--- config.mk ---
export PLATFORM = sky130hd
export DESIGN_NAME = demux_2_steer
export DESIGN_NICKNAME = d
export VERILOG_FILES = /design/src/rtl/demux_2_steer_pkg.sv /design/src/rtl/demux_slot.sv /design/src/rtl/demux_2_steer.sv
export SDC_FILE = /design/constraint.sdc
export NUM_CORES = 1
export LEC_CHECK = 0
export ABC_AREA = 1
export CORE_ASPECT_RATIO = 0.8
export CORE_UTILIZATION = 46
export CTS_CLUSTER_DIAMETER = 100
export CTS_CLUSTER_SIZE = 20
export DETAILED_ROUTE_END_ITERATION = 6
export PLACE_DENSITY = 0.88
export SYNTH_ARGS = -nofsm -noshare
export SYNTH_HDL_FRONTEND = slang
export SYNTH_HIERARCHICAL = 1
export SYNTH_SLANG_ARGS = --single-unit
--- constraint.sdc ---
create_clock -name sysclk -period 2.1 [get_ports sysclk]
set_clock_uncertainty 0.15 [all_clocks]
set_input_delay 0.42 -clock sysclk [delete_from_list [all_inputs] [get_ports sysclk]]
set_output_delay 0.42 -clock sysclk [all_outputs]
set_load 0.02 [all_outputs]
--- src/rtl/demux_2_steer_pkg.sv ---
// Shared select encodings, default widths and slot state for the 1:2 steering demux.
// Imported by the top level and by each output slot.
package demux_2_steer_pkg;

  localparam logic DEMUX_SEL_CH0 = 1'b0;
  localparam logic DEMUX_SEL_CH1 = 1'b1;

  localparam int DEMUX_WIDTH = 16;
  localparam int DEMUX_CNT_W = 8;

  typedef enum logic {
    SLOT_EMPTY = 1'b0,
    SLOT_FULL  = 1'b1
  } slotState_t;

endpackage

--- src/rtl/demux_slot.sv ---
// One-entry valid/ready output register; a word loaded at edge k is visible in cycle k+1.
// Backpressure: canLoad drops only while full and the consumer stalls; data is frozen then.
module demux_slot
  import demux_2_steer_pkg::*;
#(
  parameter int WIDTH = DEMUX_WIDTH
) (
  input  logic             clk,
  input  logic             rstN,
  input  logic             load,
  input  logic [WIDTH-1:0] loadData,
  output logic             canLoad,
  input  logic             drainReady,
  output logic [WIDTH-1:0] slotData,
  output logic             slotValid
);

  slotState_t state;
  slotState_t stateNext;

  always_ff @(posedge clk or negedge rstN) begin
    if (!rstN) begin
      state <= SLOT_EMPTY;
    end else begin
      state <= stateNext;
    end
  end

  always_comb begin
    stateNext = state;
    canLoad   = 1'b0;
    case (state)
      SLOT_EMPTY: begin
        canLoad = 1'b1;
        if (load) stateNext = SLOT_FULL;
      end
      SLOT_FULL: begin
        // A draining slot can take a new word in the same cycle.
        canLoad = drainReady;
        if (drainReady && !load) stateNext = SLOT_EMPTY;
      end
      default: stateNext = SLOT_EMPTY;
    endcase
  end

  // Data only moves on a load, so it holds across drains and stalls.
  always_ff @(posedge clk or negedge rstN) begin
    if (!rstN) begin
      slotData <= '0;
    end else if (load) begin
      slotData <= loadData;
    end
  end

  assign slotValid = (state == SLOT_FULL);

endmodule

--- src/rtl/demux_2_steer.sv ---
// Registered 1:2 demux steering each word by in_sel into one of two slots, one cycle latency.
// in_ready follows only the selected slot, so a stalled channel never blocks the other.
module demux_2_steer
  import demux_2_steer_pkg::*;
#(
  parameter int WIDTH = DEMUX_WIDTH,
  parameter int CNT_W = DEMUX_CNT_W
) (
  input  logic             sysclk,
  input  logic             sys_rst_n,
  input  logic             enable,
  input  logic [WIDTH-1:0] in_data,
  input  logic             in_sel,
  input  logic             in_valid,
  output logic             in_ready,
  output logic [WIDTH-1:0] out0_data,
  output logic             out0_valid,
  input  logic             out0_ready,
  output logic [WIDTH-1:0] out1_data,
  output logic             out1_valid,
  input  logic             out1_ready,
  output logic [CNT_W-1:0] cnt0,
  output logic [CNT_W-1:0] cnt1
);

  logic canLoad0;
  logic canLoad1;
  logic targetFree;
  logic xfer;
  logic load0;
  logic load1;

  assign targetFree = (in_sel == DEMUX_SEL_CH1) ? canLoad1 : canLoad0;
  // Gating with reset keeps the upstream from seeing a ready while slots are held clear.
  assign in_ready   = sys_rst_n & enable & targetFree;
  assign xfer       = in_valid & in_ready;
  assign load0      = xfer & (in_sel == DEMUX_SEL_CH0);
  assign load1      = xfer & (in_sel == DEMUX_SEL_CH1);

  demux_slot #(.WIDTH(WIDTH)) uSlot0 (
    .clk        (sysclk),
    .rstN       (sys_rst_n),
    .load       (load0),
    .loadData   (in_data),
    .canLoad    (canLoad0),
    .drainReady (out0_ready),
    .slotData   (out0_data),
    .slotValid  (out0_valid)
  );

  demux_slot #(.WIDTH(WIDTH)) uSlot1 (
    .clk        (sysclk),
    .rstN       (sys_rst_n),
    .load       (load1),
    .loadData   (in_data),
    .canLoad    (canLoad1),
    .drainReady (out1_ready),
    .slotData   (out1_data),
    .slotValid  (out1_valid)
  );

  // Counters track accepted input words only; they wrap naturally.
  always_ff @(posedge sysclk or negedge sys_rst_n) begin
    if (!sys_rst_n) begin
      cnt0 <= '0;
      cnt1 <= '0;
    end else begin
      if (load0) cnt0 <= cnt0 + 1'b1;
      if (load1) cnt1 <= cnt1 + 1'b1;
    end
  end

endmodule

# Word-level counts from Yosys, hierarchy flattened
# Index checks and enable logic that the tools add are counted.
# Widths: inputs -> output; s select.
[word_totals]
word_cells = 29
reg_bits = 50
out_inout_bits = 51
[op_classes]
bitwise = 8
mux = 9
n_addsub = 2
reduce_logical = 4
[ops]
columns = ["operator", "n"]
rows = [
  ["$add 8x1->8 const B", 2],
  ["$pmux 1 s2", 4],
  ["$and 1x1->1", 5],
  ["$mux 1", 5],
  ["$not 1->1", 3],
  ["$logic_and 1x1->1", 2],
  ["$logic_not 1->1", 2],
]

# Depth between registers and ports, before layout
# Gate-level depths: netlist of the first run.
[depth]
word_depth = 10
ltp_mapped = 11

# Hierarchy
# The synthesis of the first run kept the hierarchy.
[modules_own_cells]
columns = ["mod", "cells_per_inst", "n_inst", "area_per_inst_um2", "seq_area_each_um2"]
rows = [
  ["demux_slot", 72, 2, 675.6, 425.4],
  ["demux_2_steer", 131, 1, 927.1, 400.4],
]

# Worst setup path after synthesis of the first run
# No wires, ideal clock.
[synth_path]
kind = "flip-flop to flip-flop"
startpoint = "reg uSlot1.state, in the netlist uSlot1/slotValid"
endpoint = "reg uSlot0.slotData[1]"
synth_period_minus_slack_ns = 1.744
arrival_ns = 1.477
path_stages_with_launch = 11
setup_slack_ns = 0.356
setup_time_ns = 0.117
required_time_ns = 1.833
cell_sequence = "dfrtp_1 -> nand2_1 -> nand2_1 -> nand2_1 -> nand3_2 -> nor2_1 -> buf_6 -> inv_8 -> buf_8 -> nand2_1 -> nand2_1"
[synth_via]
elab_chain_cells = 6
[synth_lines]
columns = ["item", "line_no", "source"]
rows = [
  ["start: declaration", "demux_slot.sv:18", "slotState_t state;"],
  ["start signal: assignment", "demux_slot.sv:25", "state <= stateNext;"],
  ["$not 1->1", "-", ""],
  ["$pmux 1 s2 *", "demux_slot.sv:32", "case (state)"],
  ["named net canLoad1", "demux_2_steer.sv:27", "logic canLoad1;"],
  ["$mux 1 *", "demux_2_steer.sv:33", "assign targetFree = (in_sel == DEMUX_SEL_CH1) ? canLoad1 : canLoad0;"],
  ["$and 1x1->1 *", "demux_2_steer.sv:35", "assign in_ready = sys_rst_n & enable & targetFree;"],
  ["$and 1x1->1 *", "demux_2_steer.sv:36", "assign xfer = in_valid & in_ready;"],
  ["$and 1x1->1 *", "demux_2_steer.sv:37", "assign load0 = xfer & (in_sel == DEMUX_SEL_CH0);"],
  ["named net load0", "demux_2_steer.sv:30", "logic load0;"],
  ["end signal: assignment", "demux_slot.sv:51", "slotData <= loadData;"],
  ["end: declaration", "demux_slot.sv:14", "output logic [WIDTH-1:0] slotData,"],
]
# Mark *: on every way through the listed nets, which the timed path passes. The rest lies on a longest branch.
# A chain may end at the register's enable or synchronous reset.

# Final worst setup path of the first run
[layout_path]
startpoint = "reg cnt1[2]"
endpoint = "out cnt1[2]"
[layout_lines]
columns = ["item", "line_no", "source"]
rows = [
  ["start: declaration", "demux_2_steer.sv:23", "output logic [CNT_W-1:0] cnt1"],
  ["start signal: assignment", "demux_2_steer.sv:69", "if (load1) cnt1 <= cnt1 + 1'b1;"],
]
# No word-level cell between the ends.

==> results of run 1 <==
per-layer routing:
metal / global-route usage / vias up / share of wire
met4: 0.0201 / 0 / 0.0027
met2: 0.373 / 48 / 0.47
met3: 0.0423 / 2 / 0.048
li1: - / 993 / -
met5: 0 / - / 0
met1: 0.276 / 936 / 0.48
final cells by class:
type                            instances  area [um2]  area share
Timing Repair Buffer                   84         828       0.260
Clock inverter                          1        5.00     0.00157
Tap cell                               60        75.1      0.0235
Clock buffer                            7        86.3      0.0271
Sequential cell                        50        1250       0.392
Inverter                               19        86.3      0.0271
Multi-Input combinational cell        199         858       0.269
cells in the final DEF (no fill, tap or decap), types with 4 or more instances in the layout:
cell and count:
nand2_1 154, clkdlybuf4s50_1 71, dfrtp_1 50, inv_1 17, nor2_1 14, buf_4 9, o21bai_1 6, clkbuf_8 6
nand2_2 6, xnor2_1 4
power by group through the flow:
| stage | registers [W] | logic [W] | clock network, W |
|---|---|---|---|
| final | 0.00129 | 0.000936 | 0.000559 |
| after global routing | 0.00131 | 0.00101 | 0.000624 |
| after CTS | 0.00129 | 0.000944 | 0.000575 |
| after detailed placement | 0.00130 | 0.000940 | 0 |
| after global placement | 0.00130 | 0.000919 | 0 |
| after floorplan | 0.00150 | 0.000232 | 0 |
state kept, by name, summed over array words and instances, names as in the netlist:
signal,flops
uSlot0/slotValid,1
cnt1,8
cnt0,8
uSlot1/slotValid,1
uSlot0/slotData,16
uSlot1/slotData,16
cells by family (layout without fill, tap and decap cells):
kind of cell               Yosys count  count (layout)  share of synthesized area
and+or+nand+nor                    182             182                      0.314
DFF                                 50              50                      0.549
buffers and inverters               26             111                     0.0763
AOI/OAI and AO/OA                    9               9                     0.0264
xor gates and xnor gates             6               6                     0.0231
adders and majority gates            2               2                     0.0110
what timing repair did:
item | in CTS | in global routing
gates resized for setup | 3 | 1
setup endpoints to repair | 1 | 1
hold endpoints to repair | 0 | 0
final timing paths:
kind,endpoint,cells after the start
setup / recovery,cnt1[2],1
hold / removal,cnt1[6],2
setup reg to reg,uSlot0/slotData[13],10
hold reg to reg,uSlot0/slotData[2],2
max in group asynchronous,uSlot0/slotData[13],2
min in group sysclk,uSlot0/slotData[2],2
metrics by stage:
| stage | std cells | setup TNS (ns) | setup WS, ns | power [W] | util |
|---|---|---|---|---|---|
| after floorplan | 275 | 0 | 0.356 | 0.00174 | - |
| after global placement | 412 | -1.03 | -0.308 | 0.00222 | 0.663 |
| after detailed placement | 412 | -2.07 | -0.305 | 0.00224 | 0.663 |
| after CTS | 420 | 0 | 0.0273 | 0.00280 | 0.683 |
| after global routing | 420 | 0 | 0.0715 | 0.00295 | 0.682 |
| final | 420 | 0 | 0.125 | 0.00278 | 0.682 |
==> qor.yml, run 1 <==
status:
  status: "finished, final reports clean"
floorplan:
  core_area_um2: 4680
  initial_utilization: 0.487
  die_area_um2: 5240
  placementRows: 22
  die_x_um: 80.7
  top_level_ports: 74
  die_h_um: 65.0
synthesis:
  syn_nets: 300
  synth_cell_type_count: 20
  synth-seq-area-share: 0.549
  synth.most_common_cell: "nand2_1"
  synth_top_area_share: 0.549
  synth.area.top_cells: "dfrtp_1 55%, nand2_1 25%, inv_1 2.8%"
  synth_ff_type: "dfrtp_1"
  synthArstFlopShare: 1.00
  synth_area_leader_cell: "dfrtp_1"
  syn_inst: 275
  syn_area_um2: 2280
  avgSynthCellArea_um2: 8.29
  yosys_warnings: 6
  synth_common_cells: "154 x nand2_1, 50 x dfrtp_1, 17 x inv_1, 16 x nor2_1"
  ys_seq_elements: 50
  synth_edf_count: 0
power_and_ir_drop:
  p_seq_frac: 0.462
  vdd_ir_drop_max_uv: 495
  p_sw_w: 0.000919
  pwr-share-comb: 0.337
  p_sw_frac: 0.331
  p_clk_frac: 0.201
  p_leak_nw: 1.62
  p_per_area_nw_per_um2: 871
  internal_power_w: 0.00186
cells_and_area:
  nFillCells: 402
  area_growth_pct: 40.0
  final_cell_area_um2: 3190
  antenna_cells: 0
  nets: 384
  layout-drive-gt1-share: 0.0861
placement:
  portBuffers: 73
  hpwl_um: 3670
  place.gp.congestion: 0.781
  placed_area_um2: 3100
cts:
  cts.path.max_buffers: 2
  postCtsSetupBuffers: 0
  cts_buffers: 5
  cts_tree: "yes"
  cts-hold-fix-buffers: 0
  clk_pin_slew_ns: 0.09
  clk_latency_ns: 0.29
  cts_sinks: 50
  h-tree-depth: 2
  root_buffer: "clkbuf_8"
timing:
  slew-limit-headroom: 0.585
  timing.hold.ws_ns: 0.113
  post-route-period-util: 0.940
  setup_viol: 0
  rsz0062_at_grt: "false"
  max_freq_ghz: 0.506
  hold_viol_final: 0
  min_period_ns: 1.97
  report.final.slew_viol_count: 0
  worst_pin_slew_ns: 0.622
critical_path:
  cp_max_fo: 6
  crit_chain: "clkdlybuf4s50_1"
  endpoint_kind: "primary output"
  startpoint: "cnt1[2]"
  r2r_slack_ns: 0.40
  cp.required_ns: 1.53
  cpLargestDelayFamily: "buffers and inverters"
  cp_num_buf_inv: 1
  path_class: "flop to primary output"
  crit_slowest_cell: "clkdlybuf4s50_1"
  cpPeakStageDelay_ns: 0.65
  cp-start-kind: "flop"
  r2r-start: "uSlot1/slotValid"
  crit_arrival_ns: 1.40
routing:
  drc_errors: 0
  drtPass1Iterations: 4
  avgRoutedWirePerCell_um: 12.2
  viasPerCell: 4.71
  dr.first_iter.drc_count: 116
  num_vias: 1979
  wl_um: 5140
  ant_nets: 0
flow_run:
  drv_cap: 0
global_route:
  grt_pass1_wl_um: 8470
  grt_use_total: 0.211
  overflow: 0
  grt_pass1_vias: 1887
  antenna_found_initial: 0
  grt_max_degree: 51
hold_path:
  min_path_type: "primary input to asynchronous set/reset pin"
Power figures use the tool's default switching activity.
==> run 2, diff against run 1 <==
--- a/config.mk
+++ b/config.mk
@@ -11,7 +11,9 @@
 export CTS_CLUSTER_DIAMETER = 100
 export CTS_CLUSTER_SIZE = 20
 export DETAILED_ROUTE_END_ITERATION = 6
+export GPL_TIMING_DRIVEN = 0
 export PLACE_DENSITY = 0.88
+export SKIP_LAST_GASP = 1
 export SYNTH_ARGS = -nofsm -noshare
 export SYNTH_HDL_FRONTEND = slang
 export SYNTH_HIERARCHICAL = 1
==> run 2 against run 1 <==
Sequential share of layout area shrank 0.27 points. Die area unchanged. Flip-flop and latch count did not move.
==> qor.yml, run 2 (synthesized netlist as in run 1, its figures left out) <==
status:
  status: "finished, final reports clean"
cells_and_area:
  final_cell_mix: "154 x nand2_1, 70 x clkdlybuf4s50_1, 50 x dfrtp_1, 16 x inv_1, 14 x nor2_1"
  layout_commonest_cell: "nand2_1"
  fin_cells: 419  # -0.24%
  layout-drive-gt1-share: 0.0836  # -0.00255
  antenna_cells: 0  # unchanged
  nets: 383  # -0.26%
  area_growth_pct: 41.0
  nFillCells: 408  # +1.5%
  top_regs: "uSlot0/slotData (16), uSlot1/slotData (16)"
routing:
  ant_nets: 0  # unchanged
  wl_um: 5320  # +3.5%
  num_vias: 2016  # +1.9%
  viasPerCell: 4.81  # +2.1%
  dr.first_iter.drc_count: 176  # +52%
  avgRoutedWirePerCell_um: 12.7  # +3.7%
  wl_met1_um: 2450  # -0.93%
  route.met3.wl_um: 319  # +29%
  drc_errors: 0  # unchanged
  met2WireLength_um: 2540  # +5.7%
  highest_layer: "met4"
  drtPass1Iterations: 5  # +1
critical_path:
  crit_arrival_ns: 2.10  # +0.70 ns
  cpPeakStageDelay_ns: 0.47  # -0.18 ns
  crit_top_cell: "nand2_1"
  cp-start-kind: "primary input"
  cp_max_fo: 10  # +4
  endpoint_kind: "flop"
  path_class: "primary input to flop"
  r2r-start: "uSlot1/slotValid"
  crit_slowest_cell: "clkdlybuf4s50_1"
  cp.required_ns: 2.14  # +0.61 ns
  crit_chain: "clkdlybuf4s50_1, inv_1, nand2_1, nand2_1, nand2_1, nand3_2, nor2_2, buf_6, inv_8, buf_8, nand2_1, nand2_1"
  startpoint: "out1_ready"
floorplan:
  die_area_um2: 5240  # unchanged
  die_h_um: 65.0  # unchanged
  initial_utilization: 0.487  # unchanged
  placementRows: 22  # unchanged
  core_area_um2: 4680  # unchanged
  die_x_um: 80.7  # unchanged
  top_level_ports: 74  # unchanged
power_and_ir_drop:
  vdd_ir_drop_max_uv: 609  # +23%
  p_per_area_nw_per_um2: 872  # +0.10%
  internal_power_w: 0.00186  # about the same
  p_sw_w: 0.000941  # +2.4%
  p_leak_nw: 1.63  # +0.17%
  pwr-share-comb: 0.336  # about the same
  p_clk_frac: 0.206  # +0.005
  p_seq_frac: 0.458  # -0.004
  power.total_w: 0.00280  # +0.81%
  p_sw_frac: 0.336  # +0.00517
placement:
  portBuffers: 73  # unchanged
  place.gp.congestion: 0.779  # -0.29%
  hpwl_um: 3900  # +6.3%
  dp_cells: 409  # -0.73%
timing:
  post-route-period-util: 0.983  # +0.0428
  setup_viol: 0  # unchanged
  rsz0062_at_grt: "true"
  worst_pin_slew_ns: 0.988  # +0.366 ns
  slew-limit-headroom: 0.339  # -0.246
  min_period_ns: 2.06  # +0.0900 ns
  max_freq_ghz: 0.484  # -4.4%
  report.final.slew_viol_count: 0  # unchanged
  hold_viol_final: 0  # unchanged
global_route:
  grt_max_degree: 30  # -41%
  antenna_found_initial: 0  # unchanged
  overflow: 0  # unchanged
  grt_use_total: 0.221  # +0.0101
  grt_pass1_wl_um: 8750  # +3.3%
  grt_pass1_vias: 1889  # +0.11%
flow_run:
  drv_cap: 0  # unchanged
hold_path:
  min_path_type: "flop to flop"
  hold_start: "uSlot1/slotData[11]"
cts:
  clk_pin_slew_ns: 0.09  # about the same
  h-tree-depth: 2  # unchanged
  postCtsSetupBuffers: 0  # unchanged
  cts.path.max_buffers: 2  # unchanged
  root_buffer: "clkbuf_8"
  cts_tree: "yes"
  cts_buffers: 5  # unchanged
  cts_sinks: 50  # unchanged
  clk_latency_ns: 0.29  # about the same
[run 2: cell types whose count changed in the layout (fill, tap and decap cells not counted)]
| cell | change |
|---|---|
| buf_6 | +2 |
| inv_1 | -1 |
| buf_8 | +2 |
| clkdlybuf4s50_1 | -1 |
| clkbuf_8 | +2 |
| dlygate4sd3_1 | +2 |
| buf_12 | -1 |
| clkbuf_1 | -1 |
| dlygate4sd2_1 | +1 |
| buf_4 | -8 |
| inv_2 | +1 |
| clkinvlp_4 | +1 |
[run 2: cell type report]
cell class,instances,area [um2],area share
plain buffers,7,87.6,0.0273
inverters,19,86.3,0.0269
well taps,60,75.1,0.0234
repair buffers,76,759,0.236
clock buffers,6,82.6,0.0257
flip-flops and latches,50,1250,0.389
clock inverters,2,12.5,0.00389
multi-input cells,199,858,0.267
[run 2: repair_timing]
item / in CTS / in global routing
hold endpoints to repair: 21 / 0
gates resized for setup: 8 / 0
endpoints found under the setup margin: 32 / 17
hold buffers: 2 / 0
[run 2: critical path, delay by kind of cell]
family	cells	cell delay [ns]
and+or+nand+nor	7	0.78
buffers and inverters	5	0.89
[run 2: final timing paths]
path | end | slack [ns] | depth (start not counted)
setup reg to reg | uSlot1/slotData[5] | 0.27 | 10
setup / recovery | uSlot1/slotData[5] | 0.04 | 12
min in group asynchronous | uSlot1/slotData[14] | 0.56 | 3
hold reg to reg | uSlot1/slotData[11] | 0.33 | 2
hold / removal | uSlot1/slotData[11] | 0.33 | 2
max in group asynchronous | cnt0[2] | 0.47 | 2
[run 2: power by group through the flow]
stage          logic [W]  registers, W  clock network, W
2_1_floorplan   0.000232       0.00150                 0
3_3_place_gp    0.000911       0.00129                 0
3_5_place_dp    0.000945       0.00130                 0
4_1_cts         0.000952       0.00129          0.000596
5_1_grt          0.00102       0.00131          0.000640
6_report        0.000942       0.00128          0.000578
[run 2: metrics by stage]
step	hold WS [ns]	area [um2]	setup slack (ns)	TNS [ns]	utilization
CTS	0.332	3210	0.0457	0	0.687
floorplan	-0.0256	2280	0.356	0	-
finish	0.329	3210	0.0354	0	0.687
detailed placement	0.291	3100	-0.479	-14.60	0.662
global placement	0.302	3080	-2.06	-143.86	0.659
global route	0.354	3210	-0.0666	-0.631	0.687
[run 2: routing by layer]
metal  global-route usage  up-vias
met3               0.0437        2
met5                    0        -
met2                0.367       65
met4               0.0335        0
li1                     -      993
met1                0.306      956
